==> src/rtl/regfile_pkg.sv <==
// Shared types and helpers for the parametrised register file.
// Parity helper covers entries up to PAR_MAX_W bits wide.
package regfile_pkg;

    localparam int PAR_MAX_W = 64;

    typedef enum logic {
        IDLE = 1'b0,
        FILL = 1'b1
    } fill_state_e;

    // Even parity: the returned bit makes the total count of ones even.
    function automatic logic even_parity(input logic [PAR_MAX_W-1:0] d);
        even_parity = ^d;
    endfunction

endpackage

==> src/rtl/regfile_rd_port.sv <==
// One registered read port with write-to-read bypass.
// Parity error output present only when REGFILE_PARITY_EN is defined.
module regfile_rd_port
    import regfile_pkg::*;
#(
    parameter int DATA_W = 8,
    parameter int ADDR_W = 3
) (
    input  logic              clk,
    input  logic              clear,
    input  logic              rd_accept,
    input  logic [ADDR_W-1:0] rd_addr,
    input  logic [DATA_W-1:0] mem_rdata,
`ifdef REGFILE_PARITY_EN
    input  logic              mem_perr,
    output logic              rd_perr,
`endif
    input  logic              wr_accept,
    input  logic [ADDR_W-1:0] wr_addr,
    input  logic [DATA_W-1:0] wr_data,
    output logic [DATA_W-1:0] rd_data,
    output logic              rd_valid
);

    logic              hit_s;
    logic [DATA_W-1:0] data_d, data_q;
    logic              valid_d, valid_q;
`ifdef REGFILE_PARITY_EN
    logic              perr_d, perr_q;
`endif

    // Next read data: bypass the in-flight write, otherwise hold on idle cycles.
    always_comb begin
        hit_s   = wr_accept && (wr_addr == rd_addr);
        data_d  = data_q;
        valid_d = 1'b0;
`ifdef REGFILE_PARITY_EN
        perr_d  = 1'b0;
`endif
        if (rd_accept) begin
            valid_d = 1'b1;
            if (hit_s) begin
                data_d = wr_data;
            end else begin
                data_d = mem_rdata;
`ifdef REGFILE_PARITY_EN
                perr_d = mem_perr;
`endif
            end
        end else begin
            data_d  = data_q;
            valid_d = 1'b0;
        end
    end

    // Output registers.
    always_ff @(posedge clk or posedge clear) begin
        if (clear) begin
            data_q  <= {DATA_W{1'b0}};
            valid_q <= 1'b0;
`ifdef REGFILE_PARITY_EN
            perr_q  <= 1'b0;
`endif
        end else begin
            data_q  <= data_d;
            valid_q <= valid_d;
`ifdef REGFILE_PARITY_EN
            perr_q  <= perr_d;
`endif
        end
    end

    assign rd_data  = data_q;
    assign rd_valid = valid_q;
`ifdef REGFILE_PARITY_EN
    assign rd_perr  = perr_q;
`endif

endmodule

==> src/rtl/regfile_param.sv <==
// DEPTH x DATA_W register file: one write port, two registered read ports, fill sequencer.
// Optional per-entry even parity with REGFILE_PARITY_EN.
module regfile_param
    import regfile_pkg::*;
#(
    parameter int  DATA_W = 8,
    parameter int  DEPTH  = 8,
    localparam int ADDR_W = $clog2(DEPTH)
) (
    input  logic              clk,
    input  logic              clear,
    input  logic              enable,
    input  logic              wr_en,
    input  logic [ADDR_W-1:0] wr_addr,
    input  logic [DATA_W-1:0] wr_data,
    input  logic              rd_en_a,
    input  logic [ADDR_W-1:0] rd_addr_a,
    output logic [DATA_W-1:0] rd_data_a,
    output logic              rd_valid_a,
    input  logic              rd_en_b,
    input  logic [ADDR_W-1:0] rd_addr_b,
    output logic [DATA_W-1:0] rd_data_b,
    output logic              rd_valid_b,
`ifdef REGFILE_PARITY_EN
    output logic              rd_perr_a,
    output logic              rd_perr_b,
    input  logic              par_flip,
`endif
    input  logic              fill_req,
    input  logic [DATA_W-1:0] fill_data,
    output logic              busy
);

    fill_state_e       state_d, state_q;
    logic [ADDR_W:0]   cnt_d, cnt_q;
    logic [DATA_W-1:0] pattern_d, pattern_q;
    logic              busy_d, busy_q;
    logic [DATA_W-1:0] mem_d [DEPTH];
    logic [DATA_W-1:0] mem_q [DEPTH];

    logic fill_start_s;
    logic wr_accept_s;
    logic rd_accept_a_s;
    logic rd_accept_b_s;

`ifdef REGFILE_PARITY_EN
    logic par_d [DEPTH];
    logic par_q [DEPTH];
    logic perr_a_s;
    logic perr_b_s;
`endif

    // Port acceptance; a fill starting this cycle takes priority over the write.
    always_comb begin
        fill_start_s  = (state_q == IDLE) && fill_req;
        wr_accept_s   = enable && wr_en && !busy_q && !fill_start_s;
        rd_accept_a_s = enable && rd_en_a && !busy_q;
        rd_accept_b_s = enable && rd_en_b && !busy_q;
    end

    // Fill sequencer next state; runs regardless of enable.
    always_comb begin
        state_d   = state_q;
        cnt_d     = cnt_q;
        pattern_d = pattern_q;
        busy_d    = busy_q;
        case (state_q)
            IDLE: begin
                if (fill_req) begin
                    state_d   = FILL;
                    cnt_d     = {(ADDR_W+1){1'b0}};
                    pattern_d = fill_data;
                    busy_d    = 1'b1;
                end else begin
                    busy_d    = 1'b0;
                end
            end
            FILL: begin
                if (cnt_q == (ADDR_W+1)'(DEPTH - 1)) begin
                    state_d = IDLE;
                    cnt_d   = {(ADDR_W+1){1'b0}};
                    busy_d  = 1'b0;
                end else begin
                    cnt_d   = cnt_q + {{ADDR_W{1'b0}}, 1'b1};
                end
            end
            default: begin
                state_d = IDLE;
                cnt_d   = {(ADDR_W+1){1'b0}};
                busy_d  = 1'b0;
            end
        endcase
    end

    // Storage next state: fill sweep entry, else the accepted write.
    always_comb begin
        for (int i = 0; i < DEPTH; i++) begin
            mem_d[i] = mem_q[i];
`ifdef REGFILE_PARITY_EN
            par_d[i] = par_q[i];
`endif
            if ((state_q == FILL) && (cnt_q[ADDR_W-1:0] == ADDR_W'(i))) begin
                mem_d[i] = pattern_q;
`ifdef REGFILE_PARITY_EN
                par_d[i] = even_parity(PAR_MAX_W'(pattern_q));
`endif
            end else if (wr_accept_s && (wr_addr == ADDR_W'(i))) begin
                mem_d[i] = wr_data;
`ifdef REGFILE_PARITY_EN
                par_d[i] = even_parity(PAR_MAX_W'(wr_data)) ^ par_flip;
`endif
            end else begin
                mem_d[i] = mem_q[i];
            end
        end
    end

    // State and storage registers.
    always_ff @(posedge clk or posedge clear) begin
        if (clear) begin
            state_q   <= IDLE;
            cnt_q     <= {(ADDR_W+1){1'b0}};
            pattern_q <= {DATA_W{1'b0}};
            busy_q    <= 1'b0;
            for (int i = 0; i < DEPTH; i++) begin
                mem_q[i] <= {DATA_W{1'b0}};
`ifdef REGFILE_PARITY_EN
                par_q[i] <= 1'b0;
`endif
            end
        end else begin
            state_q   <= state_d;
            cnt_q     <= cnt_d;
            pattern_q <= pattern_d;
            busy_q    <= busy_d;
            for (int i = 0; i < DEPTH; i++) begin
                mem_q[i] <= mem_d[i];
`ifdef REGFILE_PARITY_EN
                par_q[i] <= par_d[i];
`endif
            end
        end
    end

`ifdef REGFILE_PARITY_EN
    // Stored parity check on the raw array words feeding each port.
    always_comb begin
        perr_a_s = even_parity(PAR_MAX_W'(mem_q[rd_addr_a])) != par_q[rd_addr_a];
        perr_b_s = even_parity(PAR_MAX_W'(mem_q[rd_addr_b])) != par_q[rd_addr_b];
    end
`endif

    regfile_rd_port #(
        .DATA_W (DATA_W),
        .ADDR_W (ADDR_W)
    ) u_rd_a (
        .clk       (clk),
        .clear     (clear),
        .rd_accept (rd_accept_a_s),
        .rd_addr   (rd_addr_a),
        .mem_rdata (mem_q[rd_addr_a]),
`ifdef REGFILE_PARITY_EN
        .mem_perr  (perr_a_s),
        .rd_perr   (rd_perr_a),
`endif
        .wr_accept (wr_accept_s),
        .wr_addr   (wr_addr),
        .wr_data   (wr_data),
        .rd_data   (rd_data_a),
        .rd_valid  (rd_valid_a)
    );

    regfile_rd_port #(
        .DATA_W (DATA_W),
        .ADDR_W (ADDR_W)
    ) u_rd_b (
        .clk       (clk),
        .clear     (clear),
        .rd_accept (rd_accept_b_s),
        .rd_addr   (rd_addr_b),
        .mem_rdata (mem_q[rd_addr_b]),
`ifdef REGFILE_PARITY_EN
        .mem_perr  (perr_b_s),
        .rd_perr   (rd_perr_b),
`endif
        .wr_accept (wr_accept_s),
        .wr_addr   (wr_addr),
        .wr_data   (wr_data),
        .rd_data   (rd_data_b),
        .rd_valid  (rd_valid_b)
    );

    assign busy = busy_q;

endmodule

==> config.mk <==
export PLATFORM = sky130hd
export DESIGN_NAME = regfile_param
export DESIGN_NICKNAME = d
export VERILOG_FILES = /design/src/rtl/regfile_pkg.sv /design/src/rtl/regfile_rd_port.sv /design/src/rtl/regfile_param.sv
export SDC_FILE = /design/constraint.sdc
export NUM_CORES = 1
export LEC_CHECK = 0
export BUFFER_PORTS_ARGS = -buffer_cell sky130_fd_sc_hd__buf_2
export CAP_MARGIN = 10
export CORE_ASPECT_RATIO = 0.9
export CORE_MARGIN = 10
export CORE_UTILIZATION = 45
export DETAILED_ROUTE_END_ITERATION = 12
export GPL_TIMING_DRIVEN = 0
export PLACE_DENSITY = 0.65
export SLEW_MARGIN = 40
export SYNTH_ARGS = -nofsm -noshare
export SYNTH_HDL_FRONTEND = slang
export SYNTH_HIERARCHICAL = 1
export SYNTH_SLANG_ARGS = --single-unit
==> constraint.sdc <==
create_clock -name clk -period 2.85 [get_ports clk]
set_input_delay 0.57 -clock clk [delete_from_list [all_inputs] [get_ports clk]]
set_output_delay 0.57 -clock clk [all_outputs]
set_load 0.02 [all_outputs]
Word-level counts from Yosys, hierarchy flattened
Cells that the tools add are included.
{ "totals": {"inputBits": 32, "regBits": 96, "elab_cells": 114, "out_inout_bits": 19} }
{ "classes": {"mux": 34, "bitwise_logic": 3, "order_cmp": 2, "add_sub_neg": 1, "reduce_logical": 39, "n_eq_ne": 19} }
{ "ops": {"columns": ["operator", "count"], "rows": [
  ["2-to-1 mux 8 bit", 22],
  ["binary-select mux 8 bit (select 3 bit)", 2],
  ["logical AND 1 bit", 26],
  ["== test 3 bit (second input constant)", 8],
  ["nonzero test 2 bit", 8],
  ["== test 3 x 2 -> 1 bit (second input constant)", 4],
  ["greater-or-equal comparator 4 bit (second input constant)", 2],
  ["2-to-1 mux 4 bit", 2],
  ["inverter 3 -> 4 bit", 2],
  ["case mux 4 bit (2 select lines)", 1],
  ["== test 3 x 1 -> 1 bit (second input constant)", 2],
  ["== test 3 bit", 2],
  ["zero test 3 bit", 2],
  ["2-to-1 mux 1 bit", 5],
  ["adder 4 x 1 -> 4 bit (second input constant)", 1],
  ["== test 4 x 3 -> 1 bit (second input constant)", 1],
  ["case mux 1 bit (2 select lines)", 2],
  ["zero test 1 bit", 2],
  ["inequality test 2 x 1 -> 1 bit (second input constant)", 1],
  ["inequality test 2 bit (second input constant)", 1],
  ["AND reduction 2 bit", 1],
  ["inverter 1 bit", 1]
]} }

Logic depth before layout (Yosys ltp)
Gate-level depths: netlist of run 1.
{ "logic_depth": {"word_depth": 7, "ltp_mapped": 9, "depth_no_buf": 5} }

By module
The synthesis of run 1 kept the hierarchy.
{ "by_module_without_submodules": {"columns": ["module", "area_per_inst_um2", "n_inst", "seq_area_each_um2", "cells_each"], "rows": [
  ["regfile_param", 5242.5, 1, 1951.9, 543],
  ["regfile_rd_port", 538.0, 2, 225.2, 60]
]} }

Least setup slack after synthesis of run 1
No wires, ideal clock.
{ "synth_path": {"path_kind": "input to register", "start": "input port fill_req", "end": "register u_rd_a.data_q[0] (netlist: u_rd_a/rd_data[0])", "slack_ns": 0.599, "setup_time_ns": 0.141, "arrival_ns": 2.110, "required_ns": 2.709, "path_stages": 8, "n_path_buf": 3, "cell_sequence": "nor2b_1 > buf_2 > buf_1 > nor3_1 > clkbuf_1 > inv_1 > o41ai_1 > a31oi_1"} }
{ "synth_via": {"elab_chain_len": 5} }
{ "synth_lines": {"columns": ["item", "line", "rtl"], "rows": [
  ["start, declared", "regfile_param.sv:29", "input logic fill_req,"],
  ["logical AND 1 bit", "regfile_param.sv:55", "fill_start_s = (state_q == IDLE) && fill_req;"],
  ["zero test 1 bit", "regfile_param.sv:56", "wr_accept_s = enable && wr_en && !busy_q && !fill_start_s;"],
  ["logical AND 1 bit", "regfile_param.sv:56", null],
  ["named net wr_accept_s", "regfile_param.sv:42", "logic wr_accept_s;"],
  ["logical AND 1 bit", "regfile_rd_port.sv:34", "hit_s = wr_accept && (wr_addr == rd_addr);"],
  ["2-to-1 mux 8 bit", "regfile_rd_port.sv:42", "if (hit_s) begin"],
  ["end signal, assigned", "regfile_rd_port.sv:59", "data_q <= {DATA_W{1'b0}};"],
  ["end signal, assigned", "regfile_rd_port.sv:65", "data_q <= data_d;"],
  ["end, declared", "regfile_rd_port.sv:26", "logic [DATA_W-1:0] data_d, data_q;"]
]} }
The timed path passes the listed nets, and every way through them passes these cells.
A chain may end at the register's enable or synchronous reset.

Final worst setup path of run 1
{ "layout_path": {"start": "register state_q", "end": "register u_rd_b.data_q[5] (netlist: u_rd_b/rd_data[5])"} }
{ "layout_via": {"elab_chain_len": 6} }
{ "layout_lines": {"columns": ["item", "line", "rtl"], "rows": [
  ["start, declared", "regfile_param.sv:34", "fill_state_e state_d, state_q;"],
  ["start signal, assigned", "regfile_param.sv:132", "state_q <= state_d;"],
  ["inverter 1 bit (no source line)", null, null],
  ["logical AND 1 bit", "regfile_param.sv:55", null],
  ["zero test 1 bit", "regfile_param.sv:56", null],
  ["logical AND 1 bit", "regfile_param.sv:56", null],
  ["named net wr_accept_s", "regfile_param.sv:42", null],
  ["logical AND 1 bit", "regfile_rd_port.sv:34", null],
  ["2-to-1 mux 8 bit", "regfile_rd_port.sv:42", null],
  ["end signal, assigned", "regfile_rd_port.sv:59", null],
  ["end signal, assigned", "regfile_rd_port.sv:65", null],
  ["end, declared", "regfile_rd_port.sv:26", null]
]} }
The timed path passes the listed nets, and every way through them passes these cells.

==> flow_summary_export.csv, run 1 <==
group,metric,value,unit
setup_path,cp_num_buf_inv,5,
placement,place.gp.congestion,1.082,
global_routing,antenna_found_initial,0,
yosys,synth_top_area_share,38.02,%
sta,clock_skew,9.673,ps
final_layout,stdcell_area,7138,um2
cts,post_cts_buffers,0,
setup_path,cp_top_family,"buffers and inverters",
die,die-width,144.9,um
setup_path,cp.required,3080,ps
cts,cts_buffers,9,
detailed_routing,drc_errors,0,
setup_path,crit_top_cell,"buf_2",
yosys,ys_seq_area_share,38.02,%
sta,worst_pin_slew,776.3,ps
sta,fin_ws,109.3,ps
yosys,synth_top_area_cell,"dfrtp_1",
setup_path,critPathMaxStageDelay,550,ps
final_layout,num_antenna_cells,0,
placement,dpl_cell_area,6843,um2
global_routing,grt_pass1_vias,5897,
final_layout,drive_gt1_share,20.55,%
setup_path,cp-start-kind,"flip-flop",
placement,dp_hpwl,16.52,mm
detailed_routing,drt_iter0_markers,748,
final_layout,final_cell_mix,"dfrtp_1 (96), nor2_1 (84), a31oi_1 (80)",
cts,htreeDepth,3,
sta,drv_slew,0,
placement,port_buffers,50,
final_layout,area_growth,12.97,%
setup_path,cp_max_fo,10,
cts,ctsHoldBuffers,0,
yosys,yosys.cell_types.count,35,
placement,place_ws,-158.2,ps
sta,layout_min_cycle_time,2741,ps
setup_path,cp_cell_sequence,"buf_2 -> nor2b_1 -> buf_2 -> buf_1 -> nor3_2 -> clkbuf_1 -> inv_1 -> o41ai_1 -> a31oi_1",
setup_path,cp_slowest_cell,"o41ai_1",
die,fp-row-count,41,
power_and_ir_drop,p_per_area,1011,nW/um2
power_and_ir_drop,ir_worst_vdd,483.6,uV
sta,fmax,0.3649,GHz
run_status,status,"completed",
yosys,syn-num-nets,701,
final_layout,nets,763,
global_routing,grt_pass1_wl,34.37,mm
detailed_routing,drt_first_pass_iters,6,
sta,finalHoldViolations,0,
yosys,async_flop_share,100.0,%
yosys,syn_area,6319,um2
die,core_area,13900,um2
setup_path,crit_arrival,2970,ps
yosys,synth.area.top_cells,"dfrtp_1 (38%), a31oi_1 (7.9%), o31ai_1 (7.7%)",
detailed_routing,wl_per_cell,23.99,um
yosys,synthCells,663,
global_routing,grt_max_degree,51,
yosys,synthFlopType,"dfrtp_1",
die,dieHeight,132.4,um
yosys,syn-mean-instance-area,9.530,um2
yosys,synth_seq_cells,96,
detailed_routing,vias,6117,
power_and_ir_drop,p_leak,2.755,nW
final_layout,final_util,51.35,%
cts,cts_root_buffer,"clkbuf_16",
final_layout,stdcell_count,923,
setup_path,path_class,"reg -> reg",
power_and_ir_drop,power.total,7.216,mW
sta,relSlewSlack,47.70,%
sta,period_share,96.16,%
die,die_area,19190,um2
yosys,synth-warning-count,6,
cts,cts_tree,"done",
setup_path,cp-end-kind,"flip-flop",
detailed_routing,ant_nets,0,
detailed_routing,viasPerCell,6.627,
cts,clock_sinks,96,
min_path,hold_path_class,"in -> async",
sta,hold-worst-slack,197.2,ps
sta,finalSetupViolations,0,
cts,clock_path_buffers,2,
sta,tns,0,ps
final_layout,layout_commonest_cell,"dfrtp_1",
cts,clk_latency,360,ps
detailed_routing,totalWireLength,22.14,mm
die,pin_count,51,
global_routing,track_usage,22.84,%
placement,dp_cells,907,
cts,clkTransAtPathRegs,70,ps
global_routing,grt-ovfl-total,0,
sta,rsz0062_at_grt,"no",
job,cap_violations,0,
yosys,synth_edf_count,0,
die,start_util,45.45,%
final_layout,fill_cells,1294,
-- power by group --
part	total, mW	internal (mW)	leakage [nW]	switching (mW)
registers	2.66	2.05	1.09	0.609
clock network	1.17	0.615	0.136	0.559
logic	3.39	1.40	1.53	1.98
-- cell families after synthesis --
logic type	after synthesis	synth area share (%)
multiplexers	48	15.03
XOR/XNOR	6	0.8317
buffers and inverters	104	7.941
flip-flops	96	38.02
AND/OR/NAND/NOR	235	18.55
adder cells (fa/ha/maj)	6	1.188
AO/OA/AOI/OAI	168	18.44
-- what timing repair did --
item | in CTS | in global routing
endpoints found under the setup margin | 0 | 7
hold endpoints to repair | 0 | 0
resized for setup | 0 | 5
-- state kept, by name, summed over array words and instances, names as in the netlist --
signal           count
mem_q               64
pattern_q            8
u_rd_a/rd_data       8
u_rd_b/rd_data       8
cnt_q                4
busy                 1
state_q              1
u_rd_a/rd_valid      1
u_rd_b/rd_valid      1
-- cell usage after synthesis, drive strengths merged, types with 4 or more instances --
| library cell | instances |
|---|---|
| or4 | 16 |
| nand2 | 49 |
| clkbuf | 46 |
| o21ai | 4 |
| ha | 6 |
| inv | 10 |
| nand4 | 64 |
| xor2 | 6 |
| nor2 | 84 |
| o41ai | 16 |
| mux4 | 32 |
| dfrtp | 96 |
| a31oi | 80 |
| nand3 | 4 |
| mux2 | 16 |
| buf | 48 |
| o31ai | 65 |
-- final timing paths --
check / to / depth (start not counted) / startpoint / slack, ps
worst max register to register: u_rd_b/rd_data[5]$_DFFE_PP0P_ / 9 / state_q$_DFF_PP0_ / 110
worst min register to register: u_rd_a/rd_data[0]$_DFFE_PP0P_ / 2 / u_rd_a/rd_data[0]$_DFFE_PP0P_ / 540
worst min-delay path: busy$_DFFE_PP0P_ / 2 / clear / 200
min in group clk: pattern_q[5]$_DFFE_PP0P_ / 3 / fill_data[5] / 400
max in group asynchronous: mem_q[28]$_DFFE_PP0P_ / 3 / clear / 2080
worst max-delay path: u_rd_b/rd_data[5]$_DFFE_PP0P_ / 9 / state_q$_DFF_PP0_ / 110
-- layer usage --
layer	vias to the layer above	track usage, %	share of wire, %
met4	0	12.30	4.9
met1	2898	30.98	42
met3	66	5.283	11
met5	-	0	0
li1	2696	-	-
met2	457	33.10	42
-- cell type report --
class	count	area, um2	share of cell area (%)
Buffer	94	465.4	6.521
Sequential cell	96	2402	33.65
Inverter	10	42.54	0.5960
Tap cell	193	241.5	3.383
Timing Repair Buffer	51	277.8	3.891
Clock inverter	5	31.28	0.4382
Multi-Input combinational cell	463	3435	48.12
Clock buffer	11	242.7	3.401
-- worst reg2reg max path, delay by kind of cell, from the launching register on --
kind | cells | cell delay (ps)
simple gates | 2 | 410
flops | 1 | 310
buf+inv | 5 | 1190
compound gates | 2 | 700
(Power assumes the default switching activity.)
==> run 2: changes to the inputs <==
Clock period 2.85 ns to 2.6 ns, I/O delays scaled along.
==> run 2 against run 1 <==
Net effect:
- sequential cell count did not move
- combinational power rose by 9.4%
- cell count fell by 0.11%
- setup slack improved by 240 ps
- register-to-register slack improved by 240 ps
==> flow_summary_export.csv, run 2 (same netlist as run 1, synthesis figures left out) <==
group,metric,value,unit
cts,clk_latency,360,ps
final_layout,drive_gt1_share,20.85,%
power_and_ir_drop,power.total,7.897,mW
detailed_routing,drt_first_pass_iters,6,
final_layout,largest_register_ffs,64,
setup_path,crit_end,"u_rd_b/rd_data[4]$_DFFE_PP0P_",
setup_path,r2r_end,"u_rd_b/rd_data[4]$_DFFE_PP0P_",
die,fp-row-count,41,
placement,port_buffers,50,
detailed_routing,wl_per_cell,24.00,um
setup_path,cp-end-kind,"flip-flop",
final_layout,area_growth,13.05,%
power_and_ir_drop,seq_power_share,36.8,%
detailed_routing,totalWireLength,22.13,mm
setup_path,reg2reg_slack,350,ps
global_routing,grt-ovfl-total,0,
die,die_area,19190,um2
setup_path,cp.required,2820,ps
setup_path,crit_top_cell,"buf_2",
die,core_area,13900,um2
setup_path,cp_cell_sequence,"buf_2 -> nor2b_1 -> buf_2 -> nor3_2 -> clkbuf_2 -> inv_1 -> o41ai_1 -> a31oi_1",
run_status,status,"completed",
detailed_routing,drc_errors,0,
setup_path,cp-start-kind,"flip-flop",
power_and_ir_drop,power_frac_comb,47.0,%
cts,clkTransAtPathRegs,70,ps
power_and_ir_drop,p_switching,3.439,mW
setup_path,path_class,"reg -> reg",
setup_path,cp_num_buf_inv,4,
power_and_ir_drop,p_leak,2.760,nW
cts,cts_root_buffer,"clkbuf_16",
power_and_ir_drop,ir_worst_vdd,531.3,uV
final_layout,num_antenna_cells,0,
sta,fmax,0.4445,GHz
global_routing,grt_pass1_vias,5905,
global_routing,grt_pass1_wl,34.39,mm
global_routing,antenna_found_initial,0,
global_routing,grt_max_degree,51,
sta,drv_slew,0,
cts,clock_sinks,96,
final_layout,multi_input_area,3442,um2
power_and_ir_drop,p_int,4.457,mW
setup_path,rr_startpoint,"state_q$_DFF_PP0_",
power_and_ir_drop,swShare,43.55,%
cts,cts_tree,"done",
final_layout,final_cell_mix,"dfrtp_1 (96), nor2_1 (84), a31oi_1 (80)",
placement,dp_hpwl,16.52,mm
die,die-width,144.9,um
power_and_ir_drop,p_per_area,1106,nW/um2
setup_path,reg2reg_depth,8,
cts,cts_buffers,9,
setup_path,worst-path-stages,8,
cts,htreeDepth,3,
sta,finalSetupViolations,0,
sta,relSlewSlack,47.60,%
setup_path,cp_max_fo,19,
global_routing,track_usage,22.85,%
setup_path,cp_top_family,"buffers and inverters",
die,pin_count,51,
cts,post_cts_buffers,0,
detailed_routing,vias,6054,
setup_path,cp_slowest_cell,"o41ai_1",
setup_path,critPathMaxStageDelay,480,ps
sta,layout_min_cycle_time,2250,ps
sta,period_share,86.52,%
die,start_util,45.45,%
setup_path,crit_arrival,2470,ps
job,cap_violations,0,
sta,hold-worst-slack,151.8,ps
cts,clock_path_buffers,2,
power_and_ir_drop,pwr-share-clk,16.2,%
sta,finalHoldViolations,0,
detailed_routing,ant_nets,0,
final_layout,fill_cells,1290,
setup_path,cp-startpoint,"state_q$_DFF_PP0_",
min_path,hold_path_class,"in -> async",
final_layout,largest_register,"mem_q",
placement,place.gp.congestion,1.082,
final_layout,nets,762,
die,dieHeight,132.4,um
sta,worst_pin_slew,777.8,ps
final_layout,regArea,2402,um2
detailed_routing,drt_iter0_markers,717,
final_layout,layout_commonest_cell,"dfrtp_1",
sta,clock_skew,7.873,ps
detailed_routing,viasPerCell,6.566,
sta,rsz0062_at_grt,"no",
final_layout,final_util,51.38,%
-- run 2: changes by cell type in the layout (fill, tap and decap cells not counted), sizes merged --
cell / change
buf: -1
-- run 2: worst min path at each step --
stage	from	to	slack [ps]
final	clear	busy$_DFFE_PP0P_	150
after global routing	clear	busy$_DFFE_PP0P_	170
after CTS	clear	busy$_DFFE_PP0P_	150
after detailed placement	clear	mem_q[61]$_DFFE_PP0P_	540
after global placement	clear	u_rd_a/rd_valid$_DFF_PP0_	500
after floorplan	clear	u_rd_a/rd_data[0]$_DFFE_PP0P_	350
-- run 2: per-layer routing --
| layer | GRT usage (%) | part of all wire, % | vias to the layer above |
|---|---|---|---|
| met5 | 0 | 0 | - |
| met1 | 30.89 | 42 | 2898 |
| met3 | 5.385 | 11 | 57 |
| li1 | - | - | 2689 |
| met4 | 12.30 | 4.7 | 0 |
| met2 | 33.15 | 42 | 410 |
-- run 2: area by class of cell --
type / count / area share (%)
inverters: 10 / 0.5956
well taps: 193 / 3.381
clock buffers: 11 / 3.398
multi-input cells: 463 / 48.19
repair buffers: 51 / 3.889
flip-flops and latches: 96 / 33.63
plain buffers: 93 / 6.481
clock inverters: 5 / 0.4379
-- run 2: worst register-to-register path: stages, from the launching register on --
cell	delay, ps
dfrtp_1	310
buf_2	160
nor2b_1	60
buf_2	250
nor3_2	300
clkbuf_2	250
inv_1	150
o41ai_1	480
a31oi_1	160
-- run 2: power groups by stage --
stage	Clock [mW]	Combinational [mW]	Sequential, mW
finish	1.28	3.71	2.91
floorplan	0	2.49	2.74
detailed placement	0	3.62	2.89
CTS	1.30	3.65	2.87
global placement	0	3.53	2.84
global route	1.35	4.03	2.97
-- run 2: through the flow --
step	TNS, ps	instances	instance area (um2)	setup slack (ps)
after floorplan	0	663	6319	84.97
after global placement	-88150	906	6810	-1087
after detailed placement	-4707	907	6843	-358.2
after CTS	0	923	7132	108.4
after global routing	0	922	7143	240.3
final	0	922	7143	350.5
-- run 2: what timing repair did --
action / CTS / global route
endpoints found under the setup margin: 15 / 7
hold buffers: 0 / 0
resized for setup: 4 / 2
